$ cat src/rtl/axi4_lite_slave_regs.sv
// AXI4-Lite register bank: CTRL, STATUS, IRQ_STATUS/IRQ_MASK and CFG0..CFG3 for the Ethernet MAC.
// Latency: B response one cycle after the AW/W pair completes; R response the cycle after the AR handshake.
// Backpressure: one outstanding write and one outstanding read; no new request is accepted until B/R has handshaked.
// Build option: define AXIL_SLAVE_IRQ_EN to implement IRQ_STATUS/IRQ_MASK and the irq output.
module axi4_lite_slave_regs #(
  parameter int          data_width = 32,
  parameter logic [31:0] BASE_ADDR  = 32'h0000_0000,
  parameter logic [31:0] CTRL_RESET = 32'h0000_0000
) (
  input  logic                      clk,
  input  logic                      reset,
  input  logic                      AWvalid,
  output logic                      AWready,
  input  logic [31:0]               AWaddr,
  input  logic                      Wvalid,
  output logic                      Wready,
  input  logic [data_width-1:0]     Wdata,
  input  logic [data_width/8-1:0]   Wstrb,
  output logic                      Bvalid,
  input  logic                      Bready,
  output logic [1:0]                Bresp,
  input  logic                      ARvalid,
  output logic                      ARready,
  input  logic [31:0]               ARaddr,
  output logic                      Rvalid,
  input  logic                      Rready,
  output logic [data_width-1:0]     Rdata,
  output logic [1:0]                Rresp,
  output logic [data_width-1:0]     ctrl_out,
  output logic [4*data_width-1:0]   cfg_out,
  input  logic [data_width-1:0]     status_in,
  input  logic [data_width-1:0]     irq_event,
  output logic                      irq
);

  localparam int DW = data_width;
  localparam int SW = data_width / 8;

  typedef enum logic [1:0] {W_IDLE, W_HAVE_A, W_HAVE_D, W_RESP} wstate_t;
  typedef enum logic {R_IDLE, R_DATA} rstate_t;

  // Expand byte strobes into a bit mask.
  function automatic logic [DW-1:0] lane_mask(input logic [SW-1:0] strb);
    logic [DW-1:0] m;
    m = '0;
    for (int b = 0; b < SW; b++) m[8*b +: 8] = {8{strb[b]}};
    return m;
  endfunction

  // Register storage
  logic [DW-1:0] ctrl_q;
  logic [DW-1:0] cfg_q [4];

  // Write channel state
  wstate_t       w_state, w_next;
  logic          w_commit_q, w_commit_d;  // both halves captured; register update on next edge
  logic [31:2]   waddr_q;
  logic [DW-1:0] wdata_q;
  logic [SW-1:0] wstrb_q;
  logic          aw_hs, w_hs;
  logic          w_hit, w_do;
  logic [2:0]    w_idx;
  logic [1:0]    w_resp;
  logic [DW-1:0] w_mask;

  // Read channel state
  rstate_t       r_state, r_next;
  logic          ar_hs, r_hit;
  logic [2:0]    r_idx;
  logic [DW-1:0] rd_word;

  // Address bits [1:0] carry no information for word-aligned registers.
  logic unused_addr_lsbs;
  assign unused_addr_lsbs = ^{AWaddr[1:0], ARaddr[1:0]};

  assign w_hit  = (waddr_q[31:5] == BASE_ADDR[31:5]);
  assign w_idx  = waddr_q[4:2];
  assign w_do   = w_commit_q && w_hit;
  assign w_mask = lane_mask(wstrb_q);
  assign w_resp = !w_hit ? 2'b11 : (w_idx == 3'd1) ? 2'b10 : 2'b00;

  // Write handshakes; readies stay low during reset and while an update is pending.
  always_comb begin
    AWready = !reset && !w_commit_q && (w_state == W_IDLE || w_state == W_HAVE_D);
    Wready  = !reset && !w_commit_q && (w_state == W_IDLE || w_state == W_HAVE_A);
    Bvalid  = (w_state == W_RESP);
    aw_hs   = AWvalid && AWready;
    w_hs    = Wvalid && Wready;
  end

  // Write FSM next state: pair completion schedules the update, which then moves to W_RESP.
  always_comb begin
    w_next     = w_state;
    w_commit_d = 1'b0;
    case (w_state)
      W_IDLE: begin
        if (aw_hs && w_hs) w_commit_d = 1'b1;
        else if (aw_hs)    w_next = W_HAVE_A;
        else if (w_hs)     w_next = W_HAVE_D;
      end
      W_HAVE_A: if (w_hs)  w_commit_d = 1'b1;
      W_HAVE_D: if (aw_hs) w_commit_d = 1'b1;
      W_RESP:   if (Bready) w_next = W_IDLE;
      default:  w_next = W_IDLE;
    endcase
    if (w_commit_q) w_next = W_RESP;
  end

  // Write FSM state register and response code.
  always_ff @(posedge clk) begin
    if (reset) begin
      w_state    <= W_IDLE;
      w_commit_q <= 1'b0;
      Bresp      <= 2'b00;
    end else begin
      w_state    <= w_next;
      w_commit_q <= w_commit_d;
      if (w_commit_q) Bresp <= w_resp;
    end
  end

  // Capture address and data halves as they are accepted.
  always_ff @(posedge clk) begin
    if (aw_hs) waddr_q <= AWaddr[31:2];
    if (w_hs) begin
      wdata_q <= Wdata;
      wstrb_q <= Wstrb;
    end
  end

  // CTRL and CFG updates with byte-lane merge; decode misses and STATUS writes change nothing.
  always_ff @(posedge clk) begin
    if (reset) begin
      ctrl_q <= CTRL_RESET[DW-1:0];
      for (int i = 0; i < 4; i++) cfg_q[i] <= '0;
    end else if (w_do) begin
      if (w_idx == 3'd0) ctrl_q <= (ctrl_q & ~w_mask) | (wdata_q & w_mask);
      if (w_idx[2])      cfg_q[w_idx[1:0]] <= (cfg_q[w_idx[1:0]] & ~w_mask) | (wdata_q & w_mask);
    end
  end

`ifdef AXIL_SLAVE_IRQ_EN
  logic [DW-1:0] irq_status_q, irq_mask_q, irq_clr;
  assign irq_clr = (w_do && w_idx == 3'd2) ? (wdata_q & w_mask) : '0;

  // Interrupt status (set beats a same-cycle clear) and mask register.
  always_ff @(posedge clk) begin
    if (reset) begin
      irq_status_q <= '0;
      irq_mask_q   <= '0;
    end else begin
      irq_status_q <= (irq_status_q & ~irq_clr) | irq_event;
      if (w_do && w_idx == 3'd3) irq_mask_q <= (irq_mask_q & ~w_mask) | (wdata_q & w_mask);
    end
  end

  assign irq = |(irq_status_q & irq_mask_q);
`else
  logic unused_irq_event;
  assign unused_irq_event = ^irq_event;
  assign irq = 1'b0;
`endif

  assign ctrl_out = ctrl_q;
  assign cfg_out  = {cfg_q[3], cfg_q[2], cfg_q[1], cfg_q[0]};

  assign r_hit = (ARaddr[31:5] == BASE_ADDR[31:5]);
  assign r_idx = ARaddr[4:2];

  // Read data select from the current (pre-update) register contents.
  always_comb begin
    rd_word = '0;
    case (r_idx)
      3'd0: rd_word = ctrl_q;
      3'd1: rd_word = status_in;
`ifdef AXIL_SLAVE_IRQ_EN
      3'd2: rd_word = irq_status_q;
      3'd3: rd_word = irq_mask_q;
`endif
      3'd4: rd_word = cfg_q[0];
      3'd5: rd_word = cfg_q[1];
      3'd6: rd_word = cfg_q[2];
      3'd7: rd_word = cfg_q[3];
      default: rd_word = '0;
    endcase
  end

  // Read handshakes and FSM next state.
  always_comb begin
    ARready = !reset && (r_state == R_IDLE);
    Rvalid  = (r_state == R_DATA);
    ar_hs   = ARvalid && ARready;
    r_next  = r_state;
    case (r_state)
      R_IDLE:  if (ar_hs)  r_next = R_DATA;
      R_DATA:  if (Rready) r_next = R_IDLE;
      default: r_next = R_IDLE;
    endcase
  end

  // Read FSM state and response registers; data is held stable while Rvalid is high.
  always_ff @(posedge clk) begin
    if (reset) begin
      r_state <= R_IDLE;
      Rdata   <= '0;
      Rresp   <= 2'b00;
    end else begin
      r_state <= r_next;
      if (ar_hs) begin
        Rdata <= r_hit ? rd_word : '0;
        Rresp <= r_hit ? 2'b00 : 2'b11;
      end
    end
  end

endmodule

$ cat config.mk
export PLATFORM = sky130hd
export DESIGN_NAME = axi4_lite_slave_regs
export DESIGN_NICKNAME = d
export VERILOG_FILES = /design/src/rtl/axi4_lite_slave_regs.sv
export SDC_FILE = /design/constraint.sdc
export NUM_CORES = 1
export LEC_CHECK = 0
export CAP_MARGIN = 0
export CORE_MARGIN = 4
export CORE_UTILIZATION = 50
export DETAILED_ROUTE_END_ITERATION = 7
export GPL_ROUTABILITY_DRIVEN = 0
export HOLD_SLACK_MARGIN = 0.06
export MAX_ROUTING_LAYER = met4
export PLACE_DENSITY = 0.81
export SYNTH_ARGS = -nofsm -noshare
export SYNTH_HDL_FRONTEND = slang
export SYNTH_SLANG_ARGS = --single-unit
$ cat constraint.sdc
create_clock -name clk -period 13.7 [get_ports clk]
set_clock_uncertainty 0.15 [all_clocks]
set_input_delay 2.74 -clock clk [delete_from_list [all_inputs] [get_ports clk]]
set_output_delay 2.74 -clock clk [all_outputs]
set_load 0.005 [all_outputs]
Word level (Yosys, flattened, before mapping)
Memories as Yosys holds them, arrays and structs flattened. A register that Yosys moved wholly into a read port is not among the register bits.
Index checks and enable logic that the tools add are counted.
Widths: inputs -> output; s select.
{"block": "word_totals", "regBits": 138, "ram_bits": 128, "input_bits": 171, "output_inout_bits": 202, "wordCells": 80, "memories": 1}
{"memory": "cfg_q", "depth": 4, "word_bits": 32, "rd": 5, "rd_clocked_by_memory_dff": 1, "wr": 4, "line": "52", "source": "logic [DW-1:0] cfg_q [4];"}
{"block": "classes", "eq_ne": 12, "mux": 28, "n_bitwise": 7, "n_reduce_logical": 22}
{"cell": "$pmux 32 s6", "n": 1}
{"cell": "$and 32x32->32", "n": 3}
{"cell": "$mux 32", "n": 2}
{"cell": "$or 32x32->32", "n": 2}
{"cell": "$logic_not 27->1", "n": 2}
{"cell": "$not 32->32", "n": 1}
{"cell": "$reduce_or 32->1", "n": 1}
{"cell": "$mux 2", "n": 10}
{"cell": "$eq 3x3->1 const B", "n": 4}
{"cell": "$mux 1", "n": 12}
{"cell": "$logic_and 1x1->1", "n": 9}
{"cell": "$eq 3x1->1 const B", "n": 2}
{"cell": "$logic_not 3->1", "n": 2}
{"cell": "$eq 2x2->1 const B", "n": 2}
{"cell": "$ne 4x4->1 const B", "n": 1}
{"cell": "$pmux 2 s2", "n": 1}
{"cell": "$reduce_and 4->1", "n": 1}
{"cell": "$ne 3x1->1 const B", "n": 1}
{"cell": "$ne 3x3->1 const B", "n": 1}
{"cell": "$pmux 1 s3", "n": 1}
{"cell": "$reduce_bool 3->1", "n": 1}
{"cell": "$eq 2x1->1 const B", "n": 1}
{"cell": "$logic_not 1->1", "n": 2}
{"cell": "$logic_not 2->1", "n": 1}
{"cell": "other kinds (4)", "n": 5}

Depth between registers and ports, before layout
Gate-level depths: netlist of the first run.
{"block": "depth", "word_depth": 9, "depth_mapped": 7, "depth_no_buf": 4}

Worst setup path after synthesis of the first run
No wires, ideal clock.
{"block": "synth_path", "path_type": "input port to flip-flop", "from": "input port reset", "to": "register w_state[1]", "setup_time_ps": 134, "arrival_ps": 6847, "required_time_ps": 13416, "setup_slack_ps": 6569, "stages": 4, "n_path_buf": 0, "cell_sequence": "nor4b_1 > nor2_1 > a211oi_1 > a311oi_1"}
{"block": "synth_between", "elab_chain_cells": 8, "word_cells_on_any_way": 14, "cone_classes": "eq/ne: 2; mux: 4; reduce/logical: 8"}
{"element": "from (decl)", "line": "11", "source": "input logic reset,"}
{"element": "$logic_not 1->1", "line": "84, 85"}
{"element": "$logic_and 1x1->1", "line": "84, 85"}
{"element": "$logic_and 1x1->1", "line": "84", "source": "AWready = !reset && !w_commit_q && (w_state == W_IDLE || w_state == W_HAVE_D);"}
{"element": "$logic_and 1x1->1", "line": "87", "source": "aw_hs = AWvalid && AWready;"}
{"element": "$mux 2", "line": "98", "source": "else if (aw_hs) w_next = W_HAVE_A;"}
{"element": "$mux 2", "line": "97", "source": "if (aw_hs && w_hs) w_commit_d = 1'b1;"}
{"element": "$pmux 2 s2", "line": "95", "source": "case (w_state)"}
{"element": "$mux 2", "line": "106", "source": "if (w_commit_q) w_next = W_RESP;"}
{"element": "to (signal assigned)", "line": "116", "source": "w_state <= w_next;"}
{"element": "to (decl)", "line": "55", "source": "wstate_t w_state, w_next;"}
Parallel ways exist; a longest one is shown, timed or not. The select of a mux whose other input is x is not followed.
A chain may end at the register's enable or synchronous reset.

Final worst setup path of the first run
{"block": "layout_path", "from": "input port reset", "to": "output port Wready"}
{"block": "layout_between", "elab_chain_cells": 3}
{"element": "$logic_not 1->1", "line": "85", "source": "Wready = !reset && !w_commit_q && (w_state == W_IDLE || w_state == W_HAVE_A);"}
{"element": "$logic_and 1x1->1 (2 in series)", "line": "85"}
{"element": "to (decl)", "line": "16", "source": "output logic Wready,"}
No other way between the ends.

==> results.toml, run 1 <==
[yosys]
ys_types = 38
synth_commonest_cells = "edfxtp_1, nor2_1, dfxtp_1"
yosysMostFrequentCell = "edfxtp_1"
ys.flop_type = "edfxtp_1"
ys_seq_elements = 267
syn_area_sq_um = 11790
syn_nets = 1052
synth_edf_count = 194
ys_async_sr_fraction_pct = 0
yosysTopAreaCell = "edfxtp_1"
yosysSeqAreaShare_pct = 61.81
synth_warnings = 0
syn-mean-instance-area_sq_um = 13.38
syn_inst = 881
synth_top_area_share_pct = 49.41
synth.area.top_cells = "edfxtp_1, dfxtp_1, mux4_2, nor2_1, mux2_2"

[global_routing]
antenna_found_initial = 0
grt_max_degree = 52
grt_pass1_vias = 9553
grt_pass1_wl_microns = 58520
grt_usage_pct = 30.43
globalRoute.totalOverflow = 0

[timing]
rsz0062_at_grt = "no"
fin_crit_sh_pct = 50.38
finalSetupTns_ns = 0
fmax_ghz = 0.1449
slew_viol_final = 0
setup_viol = 0
setup_ws_ns = 6.798
period_needed_ns = 6.902
tightest_slew_ns = 1.156
relSlewSlack_pct = 22.92
hold_viol_final = 0

[placement]
dpl.hpwl_microns = 25580
port_buffers = 335
dp_worst_setup_slack_ns = 6.788

[setup_path]
start_kind = "input pin"
crit_required_ns = 10.81
crit_type = "in -> out"
arrival_ns = 4.01
critical_path.max_fanout = 51
crit_path_end_kind = "output port"

[routing]
wirelength_microns = 39370
wl_per_cell_microns = 25.83
drc = 0
drtIter0Drc = 807
dr.pass1.iters = 5
num_vias = 9198
ant_nets = 0
post_drt_via_cell_ratio = 6.035

[final_layout]
nets = 1360
diodes = 0
drive_above_1_share_pct = 14.95
n_fill_cell = 1586
multi_input_area_sq_um = 4215
area_growth_syn_to_layout_pct = 38.36
regArea_sq_um = 7289

[cts]
hold_buffers = 0
clk_latency_ns = 0.53
cts_tree = "done"
htreeDepth = 1
root_buffer = "clkbuf_16"
cts_resized = 0
cts_max_path_buffers = 3
clkTransAtPathRegs_ns = 0.06
cts.sinks = 267
post_cts_buffers = 0
cts_made_buffers = 28

[floorplanning]
die_w_microns = 161.6
core-area_sq_um = 22920
rows = 55
dieArea_sq_um = 26100
start_util_pct = 51.45
ios = 373
fp.dieH_microns = 161.6

[pwr]
power_density_nw_per_um2 = 118.7
leakagePower_nw = 5.639
irDropWorstVdd_uv = 102.4

[flow_run]
max_cap_viol_count = 0

[worst_hold_path]
holdCritPathClass = "reg -> reg"

[run_status]
status = "finished, final reports clean"
critical path: stages:
cell             delay, ns
buf_2                 0.09
buf_4                 0.30
nor3_1                0.29
clkdlybuf4s50_1       0.57
cell families (layout without fill, tap and decap cells):
family	after synthesis	in the layout	synth area share [%]
AO/OA/AOI/OAI	160	160	8.310
multiplexers	130	130	17.23
other	1	1	0.03181
buffers and inverters	74	404	2.717
AND/OR/NAND/NOR	249	249	9.901
flip-flops	267	267	61.81
report_power, final:
| part | switching, W | internal, W |
|---|---|---|
| Clock | 0.000307 | 0.000475 |
| Sequential | 0.0000349 | 0.000902 |
| Combinational | 0.0000982 | 0.000119 |
| Total | 0.000440 | 0.00150 |
final cells by class:
cell class / count / area share (%)
timing repair buffer: 349 / 21.09
sequential: 267 / 44.68
clock inverter: 12 / 0.8437
clock buffer: 40 / 5.070
inverter: 3 / 0.06903
tap: 313 / 2.401
multi-input combinational: 540 / 25.84
layer usage:
metal  GRT usage, %  vias to the layer above  wire (microns)
met4          8.530                        0            1046
met1          37.06                     4573           14500
met2          51.72                      542           20030
met3          6.583                       66            3798
li1               -                     4017               -
met5              -                        -               0
through the flow:
stage	util (%)	instance area, sq um	hold slack [ns]	total power (W)	cells
2_1_floorplan	-	11790	0.2917	0.001053	881
3_3_place_gp	66.98	15350	0.2863	0.001164	1472
3_5_place_dp	66.98	15350	0.2918	0.001169	1472
4_1_cts	71.19	16310	0.3002	0.001945	1524
5_1_grt	71.19	16310	0.3182	0.002000	1524
6_report	71.19	16310	0.2985	0.001937	1524
final timing paths:
path | slack, ns | startpoint | cells past startpoint | endpoint
hold reg to reg | 0.30 | Rdata[7] | 2 | Rdata[7]
setup reg to reg | 9.79 | w_commit_q | 5 | cfg_q[1][22]
hold / removal | 0.30 | Rdata[7] | 2 | Rdata[7]
setup / recovery | 6.80 | reset | 4 | Wready
cells in the final DEF (no fill, tap or decap), types with 3 or more instances in the layout:
master,count
a211oi_1,3
a21oi_1,42
a221oi_1,8
a22o_1,8
a22oi_1,34
and4_1,4
buf_2,3
buf_4,15
bufinv_16,3
clkbuf_1,5
clkbuf_16,29
clkbuf_8,6
clkdlybuf4s50_1,331
clkinv_2,8
dfxtp_1,71
edfxtp_1,194
inv_1,3
mux2_2,44
mux2i_1,32
mux4_2,54
nand2_1,24
nand3_1,32
nand4_1,9
nor2_1,137
nor2b_1,7
nor3_1,4
nor4_1,10
nor4_2,4
nor4b_1,5
o21ai_0,38
o21ai_1,20
(Power assumes the default switching activity.)
==> run 2: changes to the inputs <==
--- a/config.mk
+++ b/config.mk
@@ -7,12 +7,12 @@
 export LEC_CHECK = 0
 export CAP_MARGIN = 0
 export CORE_MARGIN = 4
-export CORE_UTILIZATION = 50
+export CORE_UTILIZATION = 42
 export DETAILED_ROUTE_END_ITERATION = 7
 export GPL_ROUTABILITY_DRIVEN = 0
 export HOLD_SLACK_MARGIN = 0.06
 export MAX_ROUTING_LAYER = met4
-export PLACE_DENSITY = 0.81
+export PLACE_DENSITY = 0.72
 export SYNTH_ARGS = -nofsm -noshare
 export SYNTH_HDL_FRONTEND = slang
 export SYNTH_SLANG_ARGS = --single-unit
==> constraint.sdc (replaced) <==
create_clock -name clk -period 5.8 [get_ports clk]
set_clock_uncertainty 0.15 [all_clocks]
set_input_delay 1.16 -clock clk [delete_from_list [all_inputs] [get_ports clk]]
set_output_delay 1.16 -clock clk [all_outputs]
set_load 0.005 [all_outputs]
==> results.toml, run 2 (same netlist as run 1, synthesis figures left out) <==
[routing]
wl_met2_microns = 19230
dr.max_layer_used = "met4"
met3_length_microns = 3881
drtIter0Drc = 797
wl_met1_microns = 15230
ant_nets = 0
drc = 0
dr.pass1.iters = 5
num_vias = 9145
wirelength_microns = 39180
wl_per_cell_microns = 24.61
post_drt_via_cell_ratio = 5.744

[timing]
rsz0062_at_grt = "no"
tightest_slew_ns = 1.211
hold_slack_ns = 0.2956
fin_crit_sh_pct = 64.12
relSlewSlack_pct = 18.58
period_needed_ns = 3.719
slew_viol_final = 0
finalSetupTns_ns = 0
hold_viol_final = 0
setup_viol = 0
fmax_ghz = 0.2689

[placement]
dpl.hpwl_microns = 25540
port_buffers = 335

[cts]
cts_tree = "done"
clk_latency_ns = 0.53
cts.sinks = 267
root_buffer = "clkbuf_16"
post_cts_buffers = 0
htreeDepth = 1
cts_made_buffers = 28
cts_max_path_buffers = 3
cts_resized = 0
hold_buffers = 0
clkTransAtPathRegs_ns = 0.06

[global_routing]
grt_pass1_wl_microns = 57600
grt_max_degree = 38
antenna_found_initial = 1
grt_pass1_vias = 9227
globalRoute.totalOverflow = 0
grt_usage_pct = 25.18

[floorplanning]
start_util_pct = 42.56
die_w_microns = 175.5
fp.dieH_microns = 175.5
core-area_sq_um = 27710
ios = 373
rows = 61
dieArea_sq_um = 30820

[setup_path]
crit_required_ns = 4.49
crit_type = "in -> out"
start_kind = "input pin"
arrival_ns = 2.41
crit_path_end_kind = "output port"
critical_path.max_fanout = 27

[pwr]
p_total_w = 0.004495
leakagePower_nw = 5.620
power_density_nw_per_um2 = 274.7
irDropWorstVdd_uv = 168.0

[flow_run]
max_cap_viol_count = 0

[final_layout]
final_cell_mix = "clkdlybuf4s50_1, edfxtp_1, nor2_1"
drive_above_1_share_pct = 14.77
nets = 1363
final_common_cell = "clkdlybuf4s50_1"
area_growth_syn_to_layout_pct = 38.81

[worst_hold_path]
holdCritPathClass = "reg -> reg"

[run_status]
status = "finished, final reports clean"
[run 2: per-stage QoR]
stage / area [sq um] / instances / utilization, % / worst slack [ns]
floorplan: 11790 / 881 / - / 0.2490
global placement: 15450 / 1540 / 55.77 / 2.003
detailed placement: 15450 / 1540 / 55.77 / 2.018
CTS: 16360 / 1590 / 59.05 / 2.078
global route: 16360 / 1591 / 59.06 / 1.904
finish: 16370 / 1592 / 59.07 / 2.081
[run 2: path summary, 6_finish.rpt]
check / start / end / slack [ns] / cells after the start
worst min-delay path: Rdata[7] / Rdata[7] / 0.30 / 2
worst max register to register: w_commit_q / cfg_q[3][6] / 2.10 / 4
worst max-delay path: reset / Wready / 2.08 / 3
worst min register to register: Rdata[7] / Rdata[7] / 0.30 / 2
[run 2: per-layer routing]
layer | vias up | global-route usage (%)
met5 | - | -
met4 | 0 | 6.400
met3 | 65 | 6.048
met2 | 499 | 40.43
met1 | 4566 | 32.68
li1 | 4015 | -
[run 2: layout make-up]
| cell class | count | area, sq um |
|---|---|---|
| Clock buffer | 40 | 807.0 |
| Clock inverter | 10 | 101.3 |
| Sequential cell | 267 | 7289 |
| Fill cell | 2265 | 11340 |
| Inverter | 3 | 11.26 |
| Timing Repair Buffer | 352 | 3463 |
| Antenna cell | 2 | 5.005 |
| Tap cell | 378 | 473.0 |
| Multi-Input combinational cell | 540 | 4215 |
[run 2: worst max-delay path, stage by stage]
cell,delay (ns)
buf_2,0.32
nor3_1,0.33
clkdlybuf4s50_1,0.59
[run 2: power by group]
group / internal [W] / leakage [nW] / switching, W
logic: 0.000282 / 2.65 / 0.000227
clock network: 0.00105 / 0.448 / 0.000721
registers: 0.00213 / 2.52 / 0.0000845
==> run 3: changes to the inputs <==
==> constraint.sdc (replaced) <==
create_clock -name clk -period 3.3 [get_ports clk]
set_clock_uncertainty 0.15 [all_clocks]
set_input_delay 0.66 -clock clk [delete_from_list [all_inputs] [get_ports clk]]
set_output_delay 0.66 -clock clk [all_outputs]
set_load 0.005 [all_outputs]
==> results.toml, run 3 (same netlist as run 1, synthesis figures left out) <==
[run_status]
status = "finished, final reports clean"

[final_layout]
final_cell_mix = "clkdlybuf4s50_1, edfxtp_1, nor2_1"
drive_above_1_share_pct = 15.95
nets = 1385
n_fill_cell = 2229
area_growth_syn_to_layout_pct = 41.15
final_common_cell = "clkdlybuf4s50_1"

[setup_path]
r2r_cells = 6
critical_path.max_fanout = 11
crit_path_frequent_cell = "buf_4"
crit_type = "reg -> reg"
arrival_ns = 2.93
slowest_delay_ns = 0.50
crit_required_ns = 3.54
crit_path_end_kind = "register"
start_kind = "register"
critical_path_depth = 6
slowest_stage = "dfxtp_1"
path_delay_family = "simple AND/OR/NAND/NOR gates"
crit_buf_inv = 2
crit_chain = "nor4b_1, and4_2, buf_4, nand4_1, buf_4, nor2_1"

[pwr]
leakagePower_nw = 5.765
switchingPower_w = 0.001828
pwr-share-seq_pct = 49.0
power_density_nw_per_um2 = 475.6
switching_share_pct = 23.10
p_comb_share_pct = 12.0
p_clk_share_pct = 39.0
internal-power_w = 0.006087
irDropWorstVdd_uv = 410.2

[cts]
htreeDepth = 1
clkTransAtPathRegs_ns = 0.06
cts_tree = "done"
cts_resized = 0
cts_made_buffers = 29
clk_latency_ns = 0.54
root_buffer = "clkbuf_16"
cts.sinks = 267
post_cts_buffers = 0
cts_max_path_buffers = 3
hold_buffers = 0

[routing]
wirelength_microns = 39310
wl_met1_microns = 16030
num_vias = 9172
dr.pass1.iters = 5
met3_length_microns = 3893
drc = 0
wl_per_cell_microns = 24.34
ant_nets = 0
dr.max_layer_used = "met4"
wl_met2_microns = 18400
post_drt_via_cell_ratio = 5.679
drtIter0Drc = 830

[timing]
period_needed_ns = 2.689
hold_viol_final = 0
finalSetupTns_ns = 0
tightest_slew_ns = 0.7043
slew_viol_final = 0
fin_crit_sh_pct = 81.50
fmax_ghz = 0.3718
rsz0062_at_grt = "no"
setup_viol = 0
hold_slack_ns = 0.2932
relSlewSlack_pct = 53.04

[global_routing]
grt_pass1_wl_microns = 57930
globalRoute.totalOverflow = 0
grt_max_degree = 38
grt_usage_pct = 25.34
grt_pass1_vias = 9288
antenna_found_initial = 2

[floorplanning]
start_util_pct = 42.56
fp.dieH_microns = 175.5
core-area_sq_um = 27710
ios = 373
rows = 61
die_w_microns = 175.5
dieArea_sq_um = 30820

[placement]
port_buffers = 335
dpl.hpwl_microns = 26560

[worst_hold_path]
holdCritPathClass = "reg -> reg"
min_path_cells = 2

[flow_run]
max_cap_viol_count = 0
[run 3: layout make-up]
cell class | count | area (sq um) | share of cell area (%)
Sequential cell | 267 | 7289 | 43.80
Multi-Input combinational cell | 540 | 4224 | 25.38
Timing Repair Buffer | 373 | 3734 | 22.43
Clock buffer | 43 | 838.3 | 5.037
Tap cell | 378 | 473.0 | 2.842
Clock inverter | 9 | 67.56 | 0.4060
Inverter | 3 | 11.26 | 0.06766
Antenna cell | 2 | 5.005 | 0.03007
[run 3: path summary, 6_finish.rpt]
| path | start | endpoint | slack [ns] |
|---|---|---|---|
| worst min-delay path | Rdata[11] | Rdata[11] | 0.29 |
| worst min register to register | Rdata[11] | Rdata[11] | 0.29 |
| worst max-delay path | w_commit_q | cfg_q[0][12] | 0.61 |
| worst max register to register | w_commit_q | cfg_q[0][12] | 0.61 |
[run 3: worst reg2reg max path: stages, from the launching register on]
cell     delay (ns)
dfxtp_1        0.50
nor4b_1        0.39
and4_2         0.32
buf_4          0.18
nand4_1        0.48
buf_4          0.42
nor2_1         0.11
[run 3: power by group through the flow]
stage                     clock network (W)  logic [W]  registers, W
final                               0.00309   0.000952       0.00387
after global routing                0.00327    0.00102       0.00389
after CTS                           0.00313   0.000954       0.00387
after detailed placement                  0   0.000949       0.00394
after global placement                    0   0.000940       0.00394
after floorplan                           0   0.000493       0.00388
[run 3: through the flow]
step | cells | worst slack, ns | util (%) | instance area [sq um] | power [W]
global route | 1615 | 0.4060 | 60.07 | 16640 | 0.008176
detailed placement | 1561 | 0.3327 | 56.78 | 15730 | 0.004893
CTS | 1613 | 0.6145 | 60.05 | 16640 | 0.007962
floorplan | 881 | 0.4755 | - | 11810 | 0.004373
global placement | 1561 | 0.3749 | 56.78 | 15730 | 0.004879
finish | 1615 | 0.6106 | 60.07 | 16640 | 0.007915
[run 3: metal layers]
metal,vias to the layer above,GRT usage (%)
li1,4061,-
met1,4518,34.06
met2,531,39.65
met3,62,5.596
met4,0,6.563
met5,-,-
